$ cat src/rtl/hazard_stall_unit.sv
// hazard_stall_unit: stall/flush generator for the 5-stage MIPS pipeline.
// Holds the front end when a source operand cannot exist yet. The three
// causes are a load-use hazard, a decode-stage branch operand, and the
// multi-cycle MUL/DIV unit. MUL/DIV occupancy is tracked by a two-state
// FSM and a down-counter.
// Optional feature: define HAZARD_STALL_COUNT_EN to build a saturating
// 32-bit counter of StallF cycles on StallCount. Without it, StallCount
// reads 0 and no counter flops exist.
module hazard_stall_unit #(
  parameter int MUL_CYCLES = 4,
  parameter int DIV_CYCLES = 32
) (
  input  logic        CLK,
  input  logic        nRST,
  input  logic [4:0]  RsAddrD,
  input  logic [4:0]  RtAddrD,
  input  logic        BranchD,
  input  logic        HiLoReadD,
  input  logic [4:0]  RAddrE,
  input  logic        RegWriteE,
  input  logic        MemReadE,
  input  logic [4:0]  RAddrM,
  input  logic        MemReadM,
  input  logic        MulDivStartE,
  input  logic        MulDivOpE,
  output logic        StallF,
  output logic        StallD,
  output logic        StallE,
  output logic        FlushE,
  output logic        MulDivBusy,
  output logic        MulDivDone,
  output logic [31:0] StallCount
);

  localparam int MAX_CYCLES = (MUL_CYCLES > DIV_CYCLES) ? MUL_CYCLES : DIV_CYCLES;
  localparam int CNT_W      = (MAX_CYCLES > 1) ? $clog2(MAX_CYCLES) : 1;
  localparam logic [CNT_W-1:0] MUL_LOAD = CNT_W'(MUL_CYCLES - 1);
  localparam logic [CNT_W-1:0] DIV_LOAD = CNT_W'(DIV_CYCLES - 1);

  typedef enum logic {S_IDLE, S_BUSY} md_state_t;

  md_state_t        r_state;
  md_state_t        w_state_nxt;
  logic [CNT_W-1:0] r_cnt;
  logic [CNT_W-1:0] w_cnt_nxt;
  logic             w_done;
  logic             w_busy;

  // MUL/DIV state and remaining-cycle counter; reset aborts any operation.
  // NOTE: clocked state uses non-blocking (<=) so every flop samples pre-edge values.
  always_ff @(posedge CLK or negedge nRST) begin
    if (!nRST) begin
      r_state <= S_IDLE;
      r_cnt   <= '0;
    end else begin
      r_state <= w_state_nxt;
      r_cnt   <= w_cnt_nxt;
    end
  end

  // Next-state logic: accept a start in IDLE, count down in BUSY, pulse Done at zero.
  // NOTE: every always_comb output gets a default first so no path can infer a latch.
  always_comb begin
    w_state_nxt = r_state;
    w_cnt_nxt   = r_cnt;
    w_done      = 1'b0;
    case (r_state)
      S_IDLE: begin
        if (MulDivStartE) begin
          w_cnt_nxt   = MulDivOpE ? DIV_LOAD : MUL_LOAD;
          w_state_nxt = S_BUSY;
        end
      end
      S_BUSY: begin
        if (r_cnt == '0) begin
          w_done      = 1'b1;
          w_state_nxt = S_IDLE;
        end else begin
          w_cnt_nxt = r_cnt - 1'b1;
        end
      end
      default: begin
        w_state_nxt = S_IDLE;
      end
    endcase
  end

  assign w_busy = (r_state == S_BUSY);

  // Hazard detection. Register 0 never matches anything.
  logic w_e_match;
  logic w_m_match;
  logic w_load_use;
  logic w_branch;
  logic w_hilo;
  logic w_md_hold;
  logic w_bubble;

  assign w_e_match  = (RAddrE != 5'd0) && ((RAddrE == RsAddrD) || (RAddrE == RtAddrD));
  assign w_m_match  = (RAddrM != 5'd0) && ((RAddrM == RsAddrD) || (RAddrM == RtAddrD));
  assign w_load_use = MemReadE && w_e_match;
  assign w_branch   = BranchD && ((RegWriteE && w_e_match) || (MemReadM && w_m_match));
  assign w_hilo     = HiLoReadD && w_busy;
  // A second MUL/DIV in execute must be frozen in place, not squashed.
  assign w_md_hold  = MulDivStartE && w_busy;
  assign w_bubble   = w_load_use || w_branch || w_hilo;

  // Outputs are forced low while reset is held, whatever the inputs do.
  assign StallF     = nRST && (w_bubble || w_md_hold);
  assign StallD     = nRST && (w_bubble || w_md_hold);
  assign StallE     = nRST && w_md_hold;
  assign FlushE     = nRST && w_bubble && !w_md_hold;
  assign MulDivBusy = nRST && w_busy;
  assign MulDivDone = nRST && w_done;

`ifdef HAZARD_STALL_COUNT_EN
  logic [31:0] r_stall_count;

  // Saturating count of cycles in which the PC was held.
  always_ff @(posedge CLK or negedge nRST) begin
    if (!nRST) begin
      r_stall_count <= 32'h0;
    end else if (StallF && (r_stall_count != 32'hFFFF_FFFF)) begin
      r_stall_count <= r_stall_count + 32'd1;
    end
  end

  assign StallCount = r_stall_count;
`else
  assign StallCount = 32'h0;
`endif

endmodule

$ cat config.mk
export PLATFORM = sky130hd
export DESIGN_NAME = hazard_stall_unit
export DESIGN_NICKNAME = d
export VERILOG_FILES = /design/src/rtl/hazard_stall_unit.sv
export SDC_FILE = /design/constraint.sdc
export NUM_CORES = 1
export LEC_CHECK = 0
export CELL_PAD_IN_SITES_DETAIL_PLACEMENT = 2
export CELL_PAD_IN_SITES_GLOBAL_PLACEMENT = 2
export CORE_ASPECT_RATIO = 0.75
export CORE_UTILIZATION = 18
export DETAILED_ROUTE_END_ITERATION = 7
export PLACE_DENSITY_LB_ADDON = 0.1
export SYNTH_ARGS = -nofsm -noshare
export SYNTH_HDL_FRONTEND = slang
export SYNTH_SLANG_ARGS = --single-unit
$ cat constraint.sdc
create_clock -name CLK -period 2.7 [get_ports CLK]
set_input_delay 0.54 -clock CLK [delete_from_list [all_inputs] [get_ports CLK]]
set_output_delay 0.54 -clock CLK [all_outputs]
set_load 0.02 [all_outputs]
[Word-level counts from Yosys, hierarchy flattened]
Index checks and enable logic that the tools add are counted.
Cells by class
  reduce and logical (&&, ||, !) cells: 25
  add/sub/neg operators: 1
  bitwise logic cells: 1
  mux-type cells: 9
  eq/ne operators: 6
Operators with widths (count)
  $eq 5x5->1: 4
  $mux 5: 3
  $logic_and 1x1->1: 14
  $pmux 5 s2: 1
  $reduce_bool 5->1: 2
  $logic_or 1x1->1: 6
  $logic_not 5->1: 1
  $sub 5x1->5 const B: 1
  $mux 1: 4
  $ne 2x2->1 const B: 2
  $pmux 1 s2: 1
  $reduce_and 2->1: 1
  $logic_not 1->1: 1
  $not 1->1: 1
Storage, ports and cells
  bits of input ports: 29
  register bits after elaboration: 6
  output and inout port bits: 38
  word-level logic and storage cells: 44

[Depth between registers and ports, before layout]
Gate-level depths: netlist of run 1.
  depth after elaboration: 10
  depth in mapped cells: 7
  gate-level depth less buffers: 7

[Worst setup path after synthesis of run 1]
Ideal clock, no wire load.
  path kind: input-to-output
  from: input RAddrE[1]
  to: output StallF
  data arrival time: 1.777 ns
  path slack: 0.383 ns
  required time: 2.160 ns
  buffers on the path: 1
  stages: 6
  cells stage by stage: or4_1 -> nor2_1 -> nor3b_1 -> a22oi_2 -> nand2_1 -> buf_4
On the way
  longest elaborated chain between the ends: 10
  elaborated cells on any way between the ends: 13
  those cells by class: eq/ne: 2; reduce/logical: 11
RTL lines
  start: declaration: line 19  | input logic [4:0] RAddrE,
  $eq 5x5->1: line 99  | assign w_e_match = (RAddrE != 5'd0) && ((RAddrE == RsAddrD) || (RAddrE == RtAddrD));
  $logic_or 1x1->1: line 99
  $logic_and 1x1->1 (*): line 99
  $logic_and 1x1->1: line 102  | assign w_branch = BranchD && ((RegWriteE && w_e_match) || (MemReadM && w_m_match));
  $logic_or 1x1->1: line 102
  $logic_and 1x1->1: line 102
  $logic_or 1x1->1 (*) (2 in a row): line 106  | assign w_bubble = w_load_use || w_branch || w_hilo;
  $logic_or 1x1->1 (*)
  $logic_and 1x1->1 (*)
  end: declaration: line 26  | output logic StallF,
Every way passes the cells marked *; elsewhere a longest branch is shown, timed or not.

[Worst setup path after layout of run 1]
  from: input RAddrM[3]
  to: output FlushE
On the way
  longest elaborated chain between the ends: 10
  elaborated cells on any way between the ends: 12
  those cells by class: eq/ne: 2; reduce/logical: 10
RTL lines
  start: declaration: line 22  | input logic [4:0] RAddrM,
  $eq 5x5->1: line 100  | assign w_m_match = (RAddrM != 5'd0) && ((RAddrM == RsAddrD) || (RAddrM == RtAddrD));
  $logic_or 1x1->1: line 100
  $logic_and 1x1->1 (*): line 100
  $logic_and 1x1->1 (*): line 102
  $logic_or 1x1->1 (*): line 102
  $logic_and 1x1->1 (*): line 102
  $logic_or 1x1->1 (*) (2 in a row): line 106
  $logic_and 1x1->1 (*) (2 in a row): line 112  | assign FlushE = nRST && w_bubble && !w_md_hold;
  end: declaration: line 29  | output logic FlushE,
Marked as above.

==> results.sh, run 1 <==
export IMPL_outcome="finished, violations left"
export IMPL_violations="design-rule violations"
export IMPL_p_switching_uw=313
export IMPL_row_count=21
export IMPL_grt_busiest_layer="met2"
export IMPL_cp_max_fo=3
export IMPL_synth_most_common_cell="buf_4"
export IMPL_p_seq_share_pct=25.4
export IMPL_port_buffers=34
export IMPL_internal_power_uw=422
export IMPL_hpwlAfterDp_mm=2.63
export IMPL_antenna_cells=0
export IMPL_use_met2_pct=19.3
export IMPL_vias_per_cell=3.91
export IMPL_grt_pass1_wl_mm=4.73
export IMPL_clock_skew_ns=0.00197
export IMPL_required_ns=2.16
export IMPL_synth_area_leader_cell="buf_4"
export IMPL_p_per_area_nw_per_um2=556
export IMPL_total_power_uw=735
export IMPL_synth_compound_area_share_pct=11.6
export IMPL_yosys_warnings=0
export IMPL_worstHoldEndpoint="r_cnt[0]$_DFFE_PN0P_"
export IMPL_synthTopCellsByCount="buf_4, xnor2_1, nand2_1"
export IMPL_synth_cell_type_count=25
export IMPL_rsz0062_at_grt="false"
export IMPL_grt_pass1_vias=886
export IMPL_final_area_um2=1320
export IMPL_vias=853
export IMPL_setup_viol=0
export IMPL_pin_count=67
export IMPL_tns_ns=0
export IMPL_grt_max_degree=13
export IMPL_drv_cap=0
export IMPL_crit_slowest_cell="clkdlybuf4s50_1"
export IMPL_synth_top_family_by_area="buffers and inverters"
export IMPL_use_met1_pct=16.0
export IMPL_coreArea_um2=4650
export IMPL_swShare_pct=42.6
export IMPL_worstSetupPathType="input pin to output pin"
export IMPL_clkLatencyLatePin_ns=0.23
export IMPL_die_x_um=83.8
export IMPL_clk_pin_slew_ns=0.04
export IMPL_final_period_utilization_pct=95.8
export IMPL_routedWlPerCell_um=13.8
export IMPL_yosys_top_cells_area="buf_4, xnor2_1, dfrtp_1, nand2_1, nor2_1"
export IMPL_cts_made_buffers=3
export IMPL_muxShareOfSynthArea_pct=0
export IMPL_synth_top_area_share_pct=27.4
export IMPL_r2r_start="r_cnt[0]$_DFFE_PN0P_"
export IMPL_drc_errors=4
export IMPL_fillers=556
export IMPL_track_usage_pct=11.8
export IMPL_regArea_um2=150
export IMPL_placed_area_um2=1260
export IMPL_clk_path_buf_depth=2
export IMPL_finalCoreUtilization_pct=28.4
export IMPL_crit_chain="clkdlybuf4s50_1, xnor2_1, nand3_1, o22ai_2, a22oi_2, a22oi_2, buf_2"
export IMPL_synth_cells=116
export IMPL_ys_seq_area_share_pct=16.6
export IMPL_arrival_ns=2.05
export IMPL_whs_path_depth=1
export IMPL_hp_class="flop to flop"
export IMPL_crit_top_cell="a22oi_2"
export IMPL_finalHoldViolations=0
export IMPL_netlist_area_um2=903
export IMPL_synth_adder_area_share_pct=2.77
export IMPL_yosys_area_share_simple_pct=18.1
export IMPL_ys_ff_latch=6
export IMPL_p_leak_nw=0.605
export IMPL_fp_dieH_um=63.4
export IMPL_routabilityCongestion=0.737
export IMPL_peakVddDrop_mv=0.175
export IMPL_cts_root_buf="clkbuf_8"
export IMPL_drive_gt1_share_pct=14.3
export IMPL_fmax_mhz=387
export IMPL_r2r_setup_slack_ns=1.01
export IMPL_rr_worst_depth=8
export IMPL_async_reset_ff_share_pct=100
export IMPL_htree_levels=1
export IMPL_met3_usage_pct=1.97
export IMPL_syn_avg_cell_area_um2=7.79
export IMPL_ys_flop_type="dfrtp_1"
export IMPL_drt_first_pass_iters=5
export IMPL_max_stage_delay_ns=0.58
export IMPL_crit_path_start_kind="input pin"
export IMPL_antenna_left=0
export IMPL_overflow=0
export IMPL_area_growth_pct=46.4
export IMPL_dieArea_um2=5310
export IMPL_hold_buffers=0
export IMPL_cts_tree="done"
export IMPL_min_period_ns=2.59
export IMPL_nNetsFinal=194
export IMPL_worst_setup_path_end_kind="output pin"
export IMPL_antenna_found_initial=0
export IMPL_pwr_share_clk_pct=19.3
export IMPL_synth_xor_area_share_pct=21.3
export IMPL_routed_wl_mm=3.01
export IMPL_drtIter0Drc=20
export IMPL_clock_sinks=6
export IMPL_reg2reg_to="r_cnt[3]$_DFFE_PN0P_"
export IMPL_slew_viol_final=0
export IMPL_initial_utilization_pct=19.4
export IMPL_holdWs_ns=0.539
export IMPL_synth_edf_count=0
export IMPL_worstHoldStart="r_cnt[0]$_DFFE_PN0P_"
export IMPL_p_comb_share_pct=55.3
export IMPL_multi_input_area_um2=626
[per-stage QoR]
step                setup WS, ns  std cells
floorplan                  0.383        147
global placement          -0.403        215
detailed placement        -0.409        215
CTS                      0.00962        218
global route              0.0382        218
finish                     0.114        218
[layer usage]
layer | wire length, um | up-vias | share of wire, %
met2 | 1360 | 41 | 45
li1 | - | 414 | -
met5 | 0 | - | 0
met1 | 1500 | 396 | 50
met4 | 19 | 0 | 0.63
met3 | 127 | 2 | 4.2
[what timing repair did]
item                                    4_1_cts  5_1_grt
endpoints found under the setup margin        5        4
setup buffers                                 0        0
pin swaps                                     1        2
resized for setup                            15       10
[final cells by class]
cell class	instances	share of cell area (%)
sequential	6	11.4
timing repair buffer	45	32.0
tap	57	5.39
inverter	3	0.851
multi-input combinational	104	47.3
clock buffer	3	3.12
[power by group through the flow]
| stage | clock network, mW | registers [mW] | logic (mW) |
|---|---|---|---|
| floorplan | 0 | 0.173 | 0.293 |
| global placement | 0 | 0.184 | 0.400 |
| detailed placement | 0 | 0.188 | 0.413 |
| CTS | 0.149 | 0.187 | 0.406 |
| global route | 0.151 | 0.193 | 0.455 |
| finish | 0.142 | 0.187 | 0.407 |
[how the worst max path moves through the flow]
stage	from	end	slack, ns	cells past startpoint
3_5_place_dp	RAddrE[2]	FlushE	-0.41	8
6_report	RAddrM[3]	FlushE	0.11	7
3_3_place_gp	RAddrE[1]	StallD	-0.40	7
4_1_cts	RAddrE[2]	FlushE	0.01	8
5_1_grt	RAddrM[3]	FlushE	0.04	7
2_1_floorplan	RAddrE[1]	StallF	0.38	6
[state kept, by name (all words and copies together), names as in the netlist]
| register | cells |
|---|---|
| r_cnt | 5 |
| r_state | 1 |
[cell usage in the layout (no fill, tap or decap), types with 3 or more instances in the layout]
master / count
clkbuf_8: 3
nor2_1: 6
conb_1: 32
xnor2_1: 22
dlymetal6s2s_1: 5
clkdlybuf4s50_1: 24
buf_4: 13
dfrtp_1: 6
a21oi_1: 3
nand2_1: 8
inv_1: 3
nand3_1: 5
[worst max-delay path, delay by kind of cell]
family,cells,cell delay [ns]
AOI/OAI and AO/OA,3,0.44
xor gates and xnor gates,1,0.18
buffers and inverters,2,0.77
and+or+nand+nor,1,0.12
[logic make-up (layout without fill, tap and decap cells)]
logic type / after synthesis / in the layout
flops: 6 / 6
simple gates: 33 / 33
other cells: 1 / 32
fa+ha+maj: 2 / 2
compound gates: 15 / 15
xor+xnor: 22 / 22
buf+inv: 37 / 51
Power figures use the tool's default switching activity.
==> inputs of run 2 (changes only) <==
--- a/config.mk
+++ b/config.mk
@@ -10,6 +10,7 @@
 export CORE_ASPECT_RATIO = 0.75
 export CORE_UTILIZATION = 18
 export DETAILED_ROUTE_END_ITERATION = 7
+export MAX_ROUTING_LAYER = met4
 export PLACE_DENSITY_LB_ADDON = 0.1
 export SYNTH_ARGS = -nofsm -noshare
 export SYNTH_HDL_FRONTEND = slang
==> run 2 against run 1 <==
  * The flow still finishes with violations (design-rule violations)
  * Final cell count unchanged
  * Clock skew unchanged
  * Routed wire length down 0.30%
  * Non-clock buffer count is the same
  * Worst hold slack unchanged
  * Clock power is essentially flat
  * Sequential power about the same
  * Critical path depth did not move
  * Power is essentially flat
  * Core utilization unchanged
  * Combinational power hardly changed
  * Global-route usage is 0.34 points higher
  * Largest cell class unchanged
==> results.sh, run 2 (synthesized netlist as in run 1, its figures left out) <==
export IMPL_slew_viol_final=0
export IMPL_grt_max_degree=13
export IMPL_cts_setup_buffers=0
export IMPL_cts_root_buf="clkbuf_8"
export IMPL_antenna_left=0
export IMPL_antenna_found_initial=0
export IMPL_pin_count=67
export IMPL_vias_per_cell=3.91
export IMPL_r2r_setup_slack_ns=1.01
export IMPL_clock_skew_ns=0.00197
export IMPL_setup_viol=0
export IMPL_finalCoreUtilization_pct=28.4
export IMPL_overflow=0
export IMPL_drc_errors=4
export IMPL_track_usage_pct=12.1
export IMPL_coreArea_um2=4650
export IMPL_violations="design-rule violations"
export IMPL_rr_worst_depth=8
export IMPL_r2r_start="r_cnt[0]$_DFFE_PN0P_"
export IMPL_final_period_utilization_pct=95.8
export IMPL_min_period_ns=2.59
export IMPL_final_cell_mix="conb_1, clkdlybuf4s50_1, xnor2_1"
export IMPL_cts_tree="done"
export IMPL_final_common_cell="conb_1"
export IMPL_die_x_um=83.8
export IMPL_hp_class="flop to flop"
export IMPL_fmax_mhz=387
export IMPL_worstSetupPathType="input pin to output pin"
export IMPL_grt_pass1_vias=886
export IMPL_fillers=556
export IMPL_routabilityCongestion=0.746
export IMPL_placed_area_um2=1260
export IMPL_final_area_um2=1320
export IMPL_rsz0062_at_grt="false"
export IMPL_required_ns=2.16
export IMPL_crit_path_start_kind="input pin"
export IMPL_routed_wl_mm=3.00
export IMPL_drtIter0Drc=20
export IMPL_outcome="finished, violations left"
export IMPL_fp_dieH_um=63.4
export IMPL_row_count=21
export IMPL_crit_path_start="RAddrM[3]"
export IMPL_initial_utilization_pct=19.4
export IMPL_largest_reg_flops=5
export IMPL_grt_pass1_wl_mm=4.73
export IMPL_area_growth_pct=46.4
export IMPL_clk_pin_slew_ns=0.04
export IMPL_port_buffers=34
export IMPL_vias=852
export IMPL_finalNonFillerCells=218
export IMPL_p_per_area_nw_per_um2=556
export IMPL_clk_path_buf_depth=2
export IMPL_reg2reg_to="r_cnt[3]$_DFFE_PN0P_"
export IMPL_p_leak_nw=0.605
export IMPL_hpwlAfterDp_mm=2.63
export IMPL_cp_max_fo=3
export IMPL_antenna_cells=0
export IMPL_regArea_um2=150
export IMPL_htree_levels=1
export IMPL_finalHoldViolations=0
export IMPL_drt_first_pass_iters=5
export IMPL_multi_input_area_um2=626
export IMPL_arrival_ns=2.05
export IMPL_regMostFlops="r_cnt"
export IMPL_dpl_cell_count=215
export IMPL_worst_setup_path_end_kind="output pin"
export IMPL_cts_made_buffers=3
export IMPL_endpoint="FlushE"
export IMPL_dieArea_um2=5310
export IMPL_routedWlPerCell_um=13.8
export IMPL_clkLatencyLatePin_ns=0.23
export IMPL_drv_cap=0
export IMPL_clock_sinks=6
export IMPL_top_regs="r_cnt (5), r_state (1)"
export IMPL_drive_gt1_share_pct=14.3
export IMPL_peakVddDrop_mv=0.175
export IMPL_nNetsFinal=194
## run 2: how the worst min path moves through the flow
stage,from,end,slack (ns),cells past startpoint
2_1_floorplan,nRST,r_cnt[0]$_DFFE_PN0P_,0.24,0
4_1_cts,r_cnt[0]$_DFFE_PN0P_,r_cnt[0]$_DFFE_PN0P_,0.54,1
5_1_grt,r_cnt[0]$_DFFE_PN0P_,r_cnt[0]$_DFFE_PN0P_,0.59,1
3_3_place_gp,r_cnt[0]$_DFFE_PN0P_,r_cnt[0]$_DFFE_PN0P_,0.51,1
6_report,r_cnt[0]$_DFFE_PN0P_,r_cnt[0]$_DFFE_PN0P_,0.54,1
3_5_place_dp,r_cnt[0]$_DFFE_PN0P_,r_cnt[0]$_DFFE_PN0P_,0.53,1
## run 2: stage by stage
step                      hold slack [ns]  worst slack (ns)  total power, mW  setup TNS, ns
after global placement              0.512            -0.403            0.584          -1.29
after detailed placement            0.533            -0.409            0.601          -1.28
after floorplan                     0.244             0.383            0.466              0
after global routing                0.586            0.0382            0.799              0
final                               0.539             0.114            0.735              0
after CTS                           0.538           0.00962            0.741              0
## run 2: timing repair
item / 4_1_cts / 5_1_grt
hold buffers: 0 / 0
setup endpoints to repair: 5 / 4
gates cloned: 0 / 0
resized for setup: 15 / 10
hold endpoints to repair: 0 / 0
pin swaps: 1 / 2
## run 2: worst max-delay path, cell delays in order
cell,delay (ns)
clkdlybuf4s50_1,0.58
xnor2_1,0.18
nand3_1,0.12
o22ai_2,0.21
a22oi_2,0.09
a22oi_2,0.14
buf_2,0.19
## run 2: cell type report
class | instances | share of cell area, %
timing repair buffer | 45 | 32.0
multi-input combinational | 104 | 47.3
tap | 57 | 5.39
sequential | 6 | 11.4
inverter | 3 | 0.851
clock buffer | 3 | 3.12
## run 2: routing by layer
layer | GRT usage [%] | routed length, um
met3 | 1.97 | 127
met4 | 3.23 | 19
met1 | 16.0 | 1490
met5 | - | 0
met2 | 19.3 | 1360
## run 2: power by group
part	leakage [nW]	switching [mW]	internal [mW]
Sequential	0.0676	0.0489	0.138
Combinational	0.516	0.219	0.188
Clock	0.0216	0.0454	0.0964
